## config.mk

```make
export PLATFORM = sky130hd
export DESIGN_NAME = frame_sync_packer
export DESIGN_NICKNAME = d
export VERILOG_FILES = /design/src/rtl/radio_frame_pkg.sv /design/src/rtl/sync_correlator.sv /design/src/rtl/frame_sync_packer.sv
export SDC_FILE = /design/constraint.sdc
export NUM_CORES = 1
export LEC_CHECK = 0
export ABC_AREA = 1
export BUFFER_PORTS_ARGS = -buffer_cell sky130_fd_sc_hd__buf_4
export CORE_MARGIN = 2
export CORE_UTILIZATION = 55
export CTS_CLUSTER_SIZE = 10
export DETAILED_ROUTE_END_ITERATION = 6
export PLACE_DENSITY = 0.71
export SYNTH_ARGS = -nofsm -noshare
export SYNTH_HDL_FRONTEND = slang
export SYNTH_SLANG_ARGS = --single-unit
```

## constraint.sdc

```tcl
create_clock -name s00_axis_aclk -period 21.3 [get_ports s00_axis_aclk]
set_clock_uncertainty 0.15 [all_clocks]
set_input_delay 4.26 -clock s00_axis_aclk [delete_from_list [all_inputs] [get_ports s00_axis_aclk]]
set_output_delay 4.26 -clock s00_axis_aclk [all_outputs]
set_load 0.03 [all_outputs]
```

## src/rtl/radio_frame_pkg.sv

```systemverilog
// Shared types and defaults for the frame synchroniser / byte packer.
package radio_frame_pkg;

   // Receiver phase: searching for sync, reading the length byte, packing payload.
   typedef enum logic [1:0] {
      HUNT    = 2'd0,
      LEN     = 2'd1,
      PAYLOAD = 2'd2
   } sync_state_t;

   // CCSDS attached sync marker, received MSB first.
   localparam logic [31:0] DEFAULT_SYNC_WORD = 32'h1ACF_FC1D;

   // Bit errors still accepted as a sync hit.
   localparam int DEFAULT_MAX_ERR = 2;

endpackage : radio_frame_pkg

```

## src/rtl/sync_correlator.sv

```systemverilog
// Sliding-window sync correlator: shifts one bit per enable and flags a hit
// when the updated window is within MAX_ERR bit errors of the sync pattern.
// The match is evaluated on the window that includes the incoming bit, so a
// hit is reported in the same cycle as the bit that completes the pattern.
module sync_correlator
   import radio_frame_pkg::*;
#(
   parameter int          SYNC_LEN  = 32,
   parameter logic [31:0] SYNC_WORD = DEFAULT_SYNC_WORD,
   parameter int          MAX_ERR   = DEFAULT_MAX_ERR
) (
   input  logic clk_i,
   input  logic rst_i,
   input  logic shift_en_i,
   input  logic clear_i,
   input  logic bit_i,
   output logic match_o
);

   localparam logic [SYNC_LEN-1:0] PATTERN = SYNC_WORD[SYNC_LEN-1:0];

   logic [SYNC_LEN-1:0] sr_q;
   logic [SYNC_LEN-1:0] sr_d;
   logic [SYNC_LEN-1:0] sr_next;
   logic [SYNC_LEN-1:0] diff;
   int                  err_cnt;

   // Candidate window with the new bit appended, and its Hamming distance to the pattern.
   // NOTE: every variable gets a default at the top of a combinational block, so no path leaves it unassigned and no latch is inferred.
   always_comb begin
      sr_next = {sr_q[SYNC_LEN-2:0], bit_i};
      diff    = sr_next ^ PATTERN;
      err_cnt = 0;
      for (int i = 0; i < SYNC_LEN; i++) begin
         if (diff[i]) begin
            err_cnt = err_cnt + 1;
         end
      end
   end

   assign match_o = shift_en_i & (err_cnt <= MAX_ERR);

   // Next window: a clear (lock achieved) wins over a shift so every hunt starts from zero.
   always_comb begin
      sr_d = sr_q;
      if (clear_i) begin
         sr_d = '0;
      end else if (shift_en_i) begin
         sr_d = sr_next;
      end
   end

   // Window register with synchronous reset.
   // NOTE: clocked state uses non-blocking assignments so all registers update together from pre-edge values.
   always_ff @(posedge clk_i) begin
      if (rst_i) begin
         sr_q <= '0;
      end else begin
         sr_q <= sr_d;
      end
   end

endmodule : sync_correlator

```

## src/rtl/frame_sync_packer.sv

```systemverilog
// Frame synchroniser and byte packer.
// Takes one decoded bit per input beat (tdata[0]), hunts for the sync word
// with bounded bit errors, reads an 8-bit length byte and emits that many
// payload bytes (MSB first) on the output stream, tlast on the final byte.
// The output is a single-entry register; input is stalled while it holds an
// unaccepted byte. s00_axis_aresetn is an active-HIGH synchronous reset.
// Optional build macro SYNC_STATS_EN adds frame_count / drop_count outputs.
module frame_sync_packer
   import radio_frame_pkg::*;
#(
   parameter int          C_S00_AXIS_TDATA_WIDTH = 32,
   parameter int          C_M00_AXIS_TDATA_WIDTH = 32,
   parameter int          SYNC_LEN               = 32,
   parameter logic [31:0] SYNC_WORD              = DEFAULT_SYNC_WORD,
   parameter int          MAX_ERR                = DEFAULT_MAX_ERR
) (
   input  logic                                  s00_axis_aclk,
   input  logic                                  s00_axis_aresetn,
   input  logic                                  s00_axis_tvalid,
   input  logic [C_S00_AXIS_TDATA_WIDTH-1:0]     s00_axis_tdata,
   input  logic [(C_S00_AXIS_TDATA_WIDTH/8)-1:0] s00_axis_tstrb,
   input  logic                                  s00_axis_tlast,
   output logic                                  s00_axis_tready,
   input  logic                                  m00_axis_tready,
   output logic                                  m00_axis_tvalid,
   output logic                                  m00_axis_tlast,
   output logic [C_M00_AXIS_TDATA_WIDTH-1:0]     m00_axis_tdata,
   output logic [(C_M00_AXIS_TDATA_WIDTH/8)-1:0] m00_axis_tstrb
`ifdef SYNC_STATS_EN
   ,
   output logic [15:0]                           frame_count,
   output logic [15:0]                           drop_count
`endif
);

   localparam int M_STRB_W = C_M00_AXIS_TDATA_WIDTH / 8;

   // Reset is active high in spite of the port name.
   logic rst;
   assign rst = s00_axis_aresetn;

   // Input strobes, input tlast and the unused data bits carry no information here.
   logic unused_inputs;
   assign unused_inputs = ^{s00_axis_tdata[C_S00_AXIS_TDATA_WIDTH-1:1],
                            s00_axis_tstrb, s00_axis_tlast};

   // ---------------------------------------------------------------------------
   // State
   // ---------------------------------------------------------------------------
   sync_state_t state_q,    state_d;
   logic [2:0]  bit_cnt_q,  bit_cnt_d;
   logic [7:0]  shift_q,    shift_d;
   logic [7:0]  byte_cnt_q, byte_cnt_d;
   logic        m_valid_q,  m_valid_d;
   logic        m_last_q,   m_last_d;
   logic [7:0]  m_data_q,   m_data_d;

   logic       in_bit;
   logic       in_hs;
   logic       out_hs;
   logic       hunt_shift;
   logic       sync_match;
   logic [7:0] shift_next;
   logic       load;
   logic       load_last;
   logic       drop_hdr;

   assign in_bit = s00_axis_tdata[0];

   // Input is accepted whenever the output register is empty or draining this cycle.
   assign s00_axis_tready = ~rst & (~m_valid_q | m00_axis_tready);
   assign in_hs           = s00_axis_tvalid & s00_axis_tready;
   assign out_hs          = m_valid_q & m00_axis_tready;

   // Correlator only sees bits while hunting; payload is never searched.
   assign hunt_shift = in_hs & (state_q == HUNT);

   sync_correlator #(
      .SYNC_LEN  (SYNC_LEN),
      .SYNC_WORD (SYNC_WORD),
      .MAX_ERR   (MAX_ERR)
   ) u_correlator (
      .clk_i      (s00_axis_aclk),
      .rst_i      (rst),
      .shift_en_i (hunt_shift),
      .clear_i    (sync_match),
      .bit_i      (in_bit),
      .match_o    (sync_match)
   );

   // ---------------------------------------------------------------------------
   // Frame FSM: next state, bit/byte counting and byte-load decisions.
   // ---------------------------------------------------------------------------
   always_comb begin
      state_d    = state_q;
      bit_cnt_d  = bit_cnt_q;
      shift_d    = shift_q;
      byte_cnt_d = byte_cnt_q;
      load       = 1'b0;
      load_last  = 1'b0;
      drop_hdr   = 1'b0;
      shift_next = {shift_q[6:0], in_bit};

      if (in_hs) begin
         unique case (state_q)
            HUNT: begin
               if (sync_match) begin
                  state_d   = LEN;
                  bit_cnt_d = 3'd0;
               end
            end

            LEN: begin
               shift_d   = shift_next;
               bit_cnt_d = bit_cnt_q + 3'd1;
               if (bit_cnt_q == 3'd7) begin
                  if (shift_next == 8'd0) begin
                     // Empty frame: nothing to emit, resume the search.
                     state_d  = HUNT;
                     drop_hdr = 1'b1;
                  end else begin
                     state_d    = PAYLOAD;
                     byte_cnt_d = shift_next;
                  end
               end
            end

            PAYLOAD: begin
               shift_d   = shift_next;
               bit_cnt_d = bit_cnt_q + 3'd1;
               if (bit_cnt_q == 3'd7) begin
                  load       = 1'b1;
                  byte_cnt_d = byte_cnt_q - 8'd1;
                  if (byte_cnt_q == 8'd1) begin
                     load_last = 1'b1;
                     state_d   = HUNT;
                  end
               end
            end

            default: begin
               state_d = HUNT;
            end
         endcase
      end
   end

   // ---------------------------------------------------------------------------
   // Output register: a new byte wins over a simultaneous drain.
   // ---------------------------------------------------------------------------
   always_comb begin
      m_valid_d = m_valid_q;
      m_last_d  = m_last_q;
      m_data_d  = m_data_q;
      if (load) begin
         m_valid_d = 1'b1;
         m_last_d  = load_last;
         m_data_d  = shift_next;
      end else if (out_hs) begin
         m_valid_d = 1'b0;
      end
   end

   // State, counters and output beat registers with synchronous reset.
   always_ff @(posedge s00_axis_aclk) begin
      if (rst) begin
         state_q    <= HUNT;
         bit_cnt_q  <= 3'd0;
         shift_q    <= 8'd0;
         byte_cnt_q <= 8'd0;
         m_valid_q  <= 1'b0;
         m_last_q   <= 1'b0;
         m_data_q   <= 8'd0;
      end else begin
         state_q    <= state_d;
         bit_cnt_q  <= bit_cnt_d;
         shift_q    <= shift_d;
         byte_cnt_q <= byte_cnt_d;
         m_valid_q  <= m_valid_d;
         m_last_q   <= m_last_d;
         m_data_q   <= m_data_d;
      end
   end

   assign m00_axis_tvalid = m_valid_q;
   assign m00_axis_tlast  = m_last_q;
   assign m00_axis_tdata  = {{(C_M00_AXIS_TDATA_WIDTH-8){1'b0}}, m_data_q};
   assign m00_axis_tstrb  = M_STRB_W'(1);

`ifdef SYNC_STATS_EN
   // ---------------------------------------------------------------------------
   // Link statistics: completed frames and empty headers, both wrapping.
   // ---------------------------------------------------------------------------
   logic [15:0] frame_count_q, frame_count_d;
   logic [15:0] drop_count_q,  drop_count_d;

   // Count a frame when its final byte is loaded, a drop on each zero-length header.
   always_comb begin
      frame_count_d = frame_count_q;
      drop_count_d  = drop_count_q;
      if (load_last) begin
         frame_count_d = frame_count_q + 16'd1;
      end
      if (drop_hdr) begin
         drop_count_d = drop_count_q + 16'd1;
      end
   end

   // Statistics registers with synchronous reset.
   always_ff @(posedge s00_axis_aclk) begin
      if (rst) begin
         frame_count_q <= 16'd0;
         drop_count_q  <= 16'd0;
      end else begin
         frame_count_q <= frame_count_d;
         drop_count_q  <= drop_count_d;
      end
   end

   assign frame_count = frame_count_q;
   assign drop_count  = drop_count_q;
`endif

endmodule : frame_sync_packer

```

# Yosys cells after proc, flatten, opt, wreduce, memory -nomap -nowiden
# Index checks and enable logic that the tools add are counted.
# classes
add_sub_neg,33
magnitude_cmp,1
eq_ne,9
n_mux,53
bitwise,9
n_reduce_logical,11
# ops
cell,n
"32-bit by 2-bit adder with 32-bit output, second input constant",30
32-bit two-way mux,30
"32-bit by 3-bit <= comparator with 1-bit output, second input constant",1
8-bit two-way mux,3
19-bit NOT,1
8-bit one-hot mux with 2 select lines,1
2-bit two-way mux,6
1-bit two-way mux,10
"2-bit inequality test, second input constant",5
5-bit AND reduction,2
"8-bit by 1-bit equality test with 1-bit output, second input constant",1
8-bit zero test,1
"8-bit by 1-bit subtractor with 8-bit output, second input constant",1
2-bit one-hot mux with 3 select lines,1
3-bit one-hot mux with 2 select lines,1
2-bit nonzero test,3
1-bit bitwise AND,5
2-bit OR reduction,2
"3-bit by 1-bit adder with 3-bit output, second input constant",1
"3-bit equality test, second input constant",1
3-bit two-way mux,1
3-bit AND reduction,1
"1-bit by 1-bit adder with 2-bit output, second input constant",1
"2-bit by 1-bit equality test with 1-bit output, second input constant",1
other kinds (5),6
# word_totals
regBits,61
in_bits,41
out_inout_bits,39
wordCells,124

# Depth between registers and ports, before layout
# Gate-level depths: netlist of the first run.
# depth
depth_word,68
mapped_depth,110
ltp_nobuf,110

# Cells and area by module
# A second synthesis of the first run with hierarchy kept.
# unflattened
cells_unflattened,1465
hier_area_um2,8443.1
# by_module_without_submodules
mod,instances,cells_per_inst,area_each_um2,seq_area_each_um2
sync_correlator,1,1207,6642.6,620.6
frame_sync_packer,1,258,1800.5,600.6

# Worst setup path after synthesis of the first run
# No wires, ideal clock.
# synth_timing
path_kind,input to register
start,input port s00_axis_tdata[0]
end,register u_correlator.sr_q[0]
setup_ps,137
arrival_time_ps,18610
t_required_ps,21013
setup_slack_ps,2403
stages,108
n_path_buf,1
cell_sequence,inv_1 > ha_1 > inv_1 > nand2_2 > nand2_1 > ha_1 > nand2_1 > nand2_1 > ha_1 > or2_2 > nand2_1 > inv_1 > ha_1 > nand2_1 > nand2_1 > ha_1 > nand2_1 > nand2_1 > [72 not listed] > ha_1 > nand2_1 > o21ai_1 > ha_1 > nand2_1 > nor2_1 > nand2_1 > nor2_1 > inv_1 > nor2_1 > nand3_1 > nand2_1 > nand2_1 > a21oi_2 > nand2_4 > nand2_4 > buf_6 > a211oi_2
# synth_via
elab_chain_cells,67
# synth_lines
item,line_no,rtl
start: declaration,frame_sync_packer.sv:20,"input logic [C_S00_AXIS_TDATA_WIDTH-1:0] s00_axis_tdata,"
19-bit NOT (no line),-,
1-bit two-way mux,sync_correlator.sv:35,if (diff[i]) begin
1-bit by 1-bit adder with 2-bit output,sync_correlator.sv:36,err_cnt = err_cnt + 1;
2-bit two-way mux,sync_correlator.sv:35,
32-bit by 2-bit adder with 32-bit output,sync_correlator.sv:36,
32-bit two-way mux,sync_correlator.sv:35,
32-bit by 2-bit adder with 32-bit output,sync_correlator.sv:36,
32-bit two-way mux,sync_correlator.sv:35,
[51 not listed],-,
32-bit two-way mux,sync_correlator.sv:35,
32-bit by 2-bit adder with 32-bit output,sync_correlator.sv:36,
32-bit two-way mux,sync_correlator.sv:35,
32-bit by 2-bit adder with 32-bit output,sync_correlator.sv:36,
32-bit two-way mux,sync_correlator.sv:35,
32-bit by 3-bit <= comparator with 1-bit output,sync_correlator.sv:41,assign match_o = shift_en_i & (err_cnt <= MAX_ERR);
1-bit bitwise AND,sync_correlator.sv:41,
2-bit OR reduction (no line),-,
end signal: assignment,sync_correlator.sv:59,sr_q <= sr_d;
end: declaration,sync_correlator.sv:22,logic [SYNC_LEN-1:0] sr_q;
# Several ways; a longest one is shown, not always the timed one.
# A chain may end at the register's enable or synchronous reset.

# Worst setup path after layout of the first run
# layout_timing
start,input port s00_axis_tdata[0]
end,register state_q[1]
# layout_via
elab_chain_cells,68
elab_cells_between_ends,72
classes_between,add/sub: 31; order compare: 1; eq/ne: 1; mux: 35; bitwise: 2; reduce/logical: 2
# layout_lines
item,line_no,rtl
19-bit NOT (no line),-,
1-bit two-way mux,sync_correlator.sv:35,
1-bit by 1-bit adder with 2-bit output,sync_correlator.sv:36,
2-bit two-way mux,sync_correlator.sv:35,
32-bit by 2-bit adder with 32-bit output,sync_correlator.sv:36,
32-bit two-way mux,sync_correlator.sv:35,
32-bit by 2-bit adder with 32-bit output,sync_correlator.sv:36,
32-bit two-way mux,sync_correlator.sv:35,
[52 not listed],-,
32-bit by 2-bit adder with 32-bit output,sync_correlator.sv:36,
32-bit two-way mux,sync_correlator.sv:35,
32-bit by 2-bit adder with 32-bit output,sync_correlator.sv:36,
32-bit two-way mux,sync_correlator.sv:35,
32-bit by 3-bit <= comparator with 1-bit output,sync_correlator.sv:41,
1-bit bitwise AND,sync_correlator.sv:41,
2-bit inequality test (no line),-,
5-bit AND reduction (no line),-,
end signal: assignment,frame_sync_packer.sv:175,state_q <= state_d;
end: declaration,frame_sync_packer.sv:50,"sync_state_t state_q, state_d;"
# Several ways; a longest one is shown, not always the timed one. The select of a mux whose other input is x is not followed.

==> results of run 1 <==
[layer usage]
layer,vias up,wire length (microns),global-route usage
met5,-,0,0
met4,0,62,0.03038
met3,6,243,0.02087
met2,57,7226,0.3470
met1,3528,8547,0.2818
li1,4581,-,-
[worst max-delay path: cells and delay by family]
family | cells | cell delay (ps)
fa+ha+maj | 30 | 8300
simple gates | 66 | 6160
buf+inv | 9 | 690
compound gates | 5 | 570
[stage by stage]
stage | TNS [ps] | instances | worst slack (ps) | hold WS [ps] | cell area (sq um)
CTS | 0 | 1649 | 913.4 | 343.6 | 8930
detailed placement | 0 | 1633 | 661.2 | 332.4 | 8594
finish | 0 | 1652 | 1317 | 333.5 | 9007
global route | -100.5 | 1652 | -31.55 | 359.9 | 9007
global placement | 0 | 1633 | 843.4 | 325.1 | 8594
floorplan | 0 | 1473 | 2403 | 304.2 | 8552
[worst max-delay path by stage]
stage / slack [ps] / end / from
after floorplan: 2400 / u_correlator.sr_q[0] / s00_axis_tdata[0]
after CTS: 910 / u_correlator.sr_q[30] / s00_axis_tdata[0]
after global placement: 840 / u_correlator.sr_q[30] / s00_axis_tdata[0]
after detailed placement: 660 / u_correlator.sr_q[30] / s00_axis_tdata[0]
after global routing: -30 / state_q[1] / s00_axis_tdata[0]
final: 1320 / state_q[1] / s00_axis_tdata[0]
[state kept, by name, indices dropped and copies added (netlist names)]
signal / count
m00_axis_tvalid: 1
state_q: 2
m00_axis_tlast: 1
byte_cnt_q: 8
u_correlator.sr_q: 31
bit_cnt_q: 3
shift_q: 7
m_data_q: 8
[Yosys cell counts, drive strengths merged (5+ instances only)]
cell type,instances
nand2,487
nand3,247
inv,242
nor2,158
dfxtp,61
o21ai,42
buf,38
ha,38
a21oi,35
a211oi,33
nand3b,21
nand4,8
or2,7
clkinv,5
[area by class of cell]
class	count	area [sq um]	share of cell area
Multi-Input combinational cell	1122	6147	0.6825
Sequential cell	61	1221	0.1356
Inverter	247	933.4	0.1036
Clock buffer	11	252.7	0.02806
Tap cell	188	235.2	0.02611
Timing Repair Buffer	18	135.1	0.01500
Clock inverter	5	82.58	0.009168
[repair_timing]
item / in CTS / in global routing
gates resized for setup: 0 / 10
hold buffers: 0 / 0
hold endpoints to repair: 0 / 0
setup buffers: 0 / 2
setup endpoints to repair: 0 / 36
[cells by family after synthesis]
logic type               after synthesis  share of synthesized area
AND/OR/NAND/NOR                      931                     0.5457
XOR/XNOR                               3                   0.003108
adder cells (fa/ha/maj)               38                    0.05624
AO/OA/AOI/OAI                        121                     0.1027
flip-flops                            61                     0.1444
other                                  2                  0.0008883
buffers and inverters                291                     0.1470
==> qor.txt, run 1 <==
Status: completed
Syn Inst Count: 1,447
CP endpoint kind: flop
# diodes: 0
Most frequent cells in the layout: 388 x nand2_1, 226 x inv_1, 175 x nand3_1
FF-to-FF End: state_q[1]
I/O pins: 80
Via count: 8,172
Critical path class: in -> reg
Later-pin clock latency in the skew report: 320 ps
Die area: 0.01638 sq mm
Initial core utilization: 0.5603
Synth area leaders: nand2_1 17%, dfxtp_1 14%, nand3_1 10%
Post-DR vias/cell: 4.947
#FFs+latches synth: 61
Worst path required time: 21,360 ps
Drt wl/cell: 9.734 microns
CP max stage cell: ha_4
CP Max Fanout: 6
GP Congestion: 0.8336
Arr. time, crit path: 20,040 ps
Clk buf depth: 2
H-tree levels: 3
Cell area after synthesis: 0.008454 sq mm
Drt total wl: 16,080 microns
Die X: 128.0 microns
Max capacitance violation total: 0
Synth warn: 0
CP dominant cell by count: nand2_1
Crit-path max cell delay: 320 ps
Post-synth EDFFs: 0
Synth top area share: 0.1727
First-pass GRT wire length: 29,410 microns
Avg Cell Area, Syn: 5.843 sq um
Final min period: 19,980 ps
Sequential area share after synthesis: 0.1444
DP Wirelength: 12,930 microns
Share of post-route cells with drive strength above 1: 0.1919
Core box area: 0.01509 sq mm
CTS root buffer: clkbuf_16
Min-Delay Path Class: reg -> reg
Layout fillers: 1,516
Fin util: 0.5969
R2R Path Start: u_correlator.sr_q[0]
Period utilization: 0.9382
Pin count of the biggest net entering global routing: 63
Site Rows: 45
Clk pin slew, worst setup/hold paths: 50 ps
Final hold vios: 0
Yosys top cell by area: nand2_1
Fin. max-slew vios: 0
Hold depth: 2
Top FF cell, synth: dfxtp_1
Gr usage total: 0.2027
Port bufs: 15
TritonCTS clock tree: done
Vias in the first global route: 7,201
Number of remaining DRC errors: 0
First-pass DRT Iterations: 5
Synthesis-to-finish area growth: 6.541%
Die extent in y: 128.0 microns
Post-synthesis async set-or-reset flop share: 0
Fmax: 0.05004 GHz
Commonest non-fill, non-tap cell in the layout: nand2_1
Clk sinks: 61
Worst Max-Slew Pin Slew: 874.1 ps
Number of buffers created by CTS: 9
Setup Viol. Count Final: 0
Critical Path Start Type: input port
R2R Setup Slk: 5210 ps
Overflow after GRT: 0
Final ANT Viol Nets: 0
Initial DRC Count: 395
Slew HR: 0.4166
R2R depth: 108
Layout net count: 1,538
Hold path endpoint: m00_axis_tvalid
Worst Hold Launch: m00_axis_tvalid
Initial antenna violation count: 0
Post-synth cell types: 41
Power of run 1 is not shown: default switching activity piles up to over one toggle a cycle in this logic, so the estimate is an artifact.
==> run 2: changes to the inputs <==
Settings changed: CORE_UTILIZATION 55 to 60, PLACE_DENSITY 0.71 to 0.77.
==> run 2 against run 1 <==
  * Global-route usage increased by 1.7 points
  * Register-to-register slack better by 50 ps
  * Fmax grew 0.38%
  * Clock-buffer cell count stayed put
  * Routed wire length rose by 0.21%
  * First-iteration DRC count shrank 13%
  * Non-clock buffer count is 2 higher
  * Utilization increased by 5.3 points
  * Highest routed layer unchanged
  * Final area is 0.31% lower
  * Worst setup slack gained 75 ps
  * Sequential cell count is the same
  * Largest cell class unchanged
  * Die area decreased by 8.1%
==> qor.txt, run 2 (synthesized netlist as in run 1, its figures left out) <==
Status: completed
Core box area: 0.01383 sq mm
Final ANT Viol Nets: 0
Crit. Startpoint: s00_axis_tdata[0]
Reg with most FFs: u_correlator.sr_q
Setup Viol. Count Final: 0
Final hold vios: 0
Site Rows: 43
H-tree levels: 3
Clk sinks: 61
Slew HR: 0.3927
CP Max Fanout: 16
M3 GR Usage: 0.01441
Vias in the first global route: 7,225
Crit-path max cell delay: 310 ps
CP dominant cell by count: nand2_1
Number of remaining DRC errors: 0
Die area: 0.01506 sq mm
Initial core utilization: 0.6114
Max reg flops: 31
Port bufs: 15
Top Registers: u_correlator.sr_q (31), byte_cnt_q (8), m_data_q (8)
R2R depth: 106
Arr. time, crit path: 19,930 ps
Worst setup path end: u_correlator.sr_q[5]
Drt wl/cell: 9.795 microns
Worst Max-Slew Pin Slew: 910.0 ps
Pin count of the biggest net entering global routing: 63
Fin. max-slew vios: 0
R2R Path Start: u_correlator.sr_q[0]
Fin area: 0.008980 sq mm
Overflow after GRT: 0
Max capacitance violation total: 0
First-pass GRT wire length: 28,840 microns
Most frequent cells in the layout: 388 x nand2_1, 226 x inv_1, 175 x nand3_1
Grt met2 use: 0.3816
DP Wirelength: 12,750 microns
First-pass DRT Iterations: 6
Fin util: 0.6494
Gr usage total: 0.2195
# hold bufs at CTS: 0
GR met1 Demand/Resource: 0.2974
Synthesis-to-finish area growth: 6.216%
Busiest layer in global routing: met2
Clk pin slew, worst setup/hold paths: 50 ps
Initial antenna violation count: 0
Via count: 8,275
I/O pins: 80
Post-DR vias/cell: 5.030
Worst path required time: 21,320 ps
Die X: 122.7 microns
Setup TNS: 0 ps
Drt total wl: 16,110 microns
FF-to-FF End: u_correlator.sr_q[5]
Number of buffers created by CTS: 9
Share of post-route cells with drive strength above 1: 0.1932
# diodes: 0
Initial DRC Count: 342
Die extent in y: 122.7 microns
Final min period: 19,910 ps
Min-Delay Path Class: reg -> reg
CTS root buffer: clkbuf_16
GP Congestion: 0.8713
Period utilization: 0.9347
R2R Setup Slk: 5260 ps
Later-pin clock latency in the skew report: 330 ps
Critical Path Start Type: input port
CP endpoint kind: flop
TritonCTS clock tree: done
Layout net count: 1,540
Critical path class: in -> reg
Clk buf depth: 2
Fmax: 0.05023 GHz
CP max stage cell: ha_4
Post-DP Area: 0.008584 sq mm
Commonest non-fill, non-tap cell in the layout: nand2_1
run 2: worst min path at each step:
| stage | from | to | slack [ps] | cells after the start |
|---|---|---|---|---|
| detailed placement | shift_q[6] | m_data_q[7] | 330 | 2 |
| global placement | bit_cnt_q[1] | bit_cnt_q[1] | 330 | 2 |
| floorplan | shift_q[6] | m_data_q[7] | 300 | 2 |
| global route | bit_cnt_q[1] | bit_cnt_q[1] | 360 | 2 |
| finish | bit_cnt_q[1] | bit_cnt_q[1] | 340 | 2 |
| CTS | m00_axis_tvalid | m00_axis_tvalid | 340 | 2 |
run 2: final cells by class:
cell class | count | area, sq um
clock buffers | 11 | 252.7
clock inverters | 4 | 47.55
fillers | 1317 | 4847
inverters | 247 | 933.4
multi-input cells | 1122 | 6150
flip-flops and latches | 61 | 1221
well taps | 180 | 225.2
repair buffers | 20 | 150.1
run 2: metal layers:
metal	part of all wire	wire (microns)
met4	0.0091	147
met5	0	0
met2	0.45	7262
met3	0.018	294
met1	0.52	8408
run 2: worst max-delay path: cells and delay by family:
kind	cells	cell delay (ps)
adders and majority gates	30	8280
and+or+nand+nor	63	6050
buffers and inverters	9	670
AOI/OAI and AO/OA	6	640
run 2: timing repair:
item / in CTS / in global routing
gates resized for setup: 0 / 11
setup buffers: 0 / 4
endpoints found under the hold margin: 0 / 0
setup endpoints to repair: 0 / 36
run 2: stage by stage:
stage	worst slack [ps]	hold slack, ps	instances
6_report	1392	335.6	1645
5_1_grt	-0.7301	356.0	1645
2_1_floorplan	2403	304.2	1473
4_1_cts	951.8	343.2	1640
3_3_place_gp	874.1	327.3	1625
3_5_place_dp	716.0	331.3	1625
Power of run 2 is left out for the same reason.
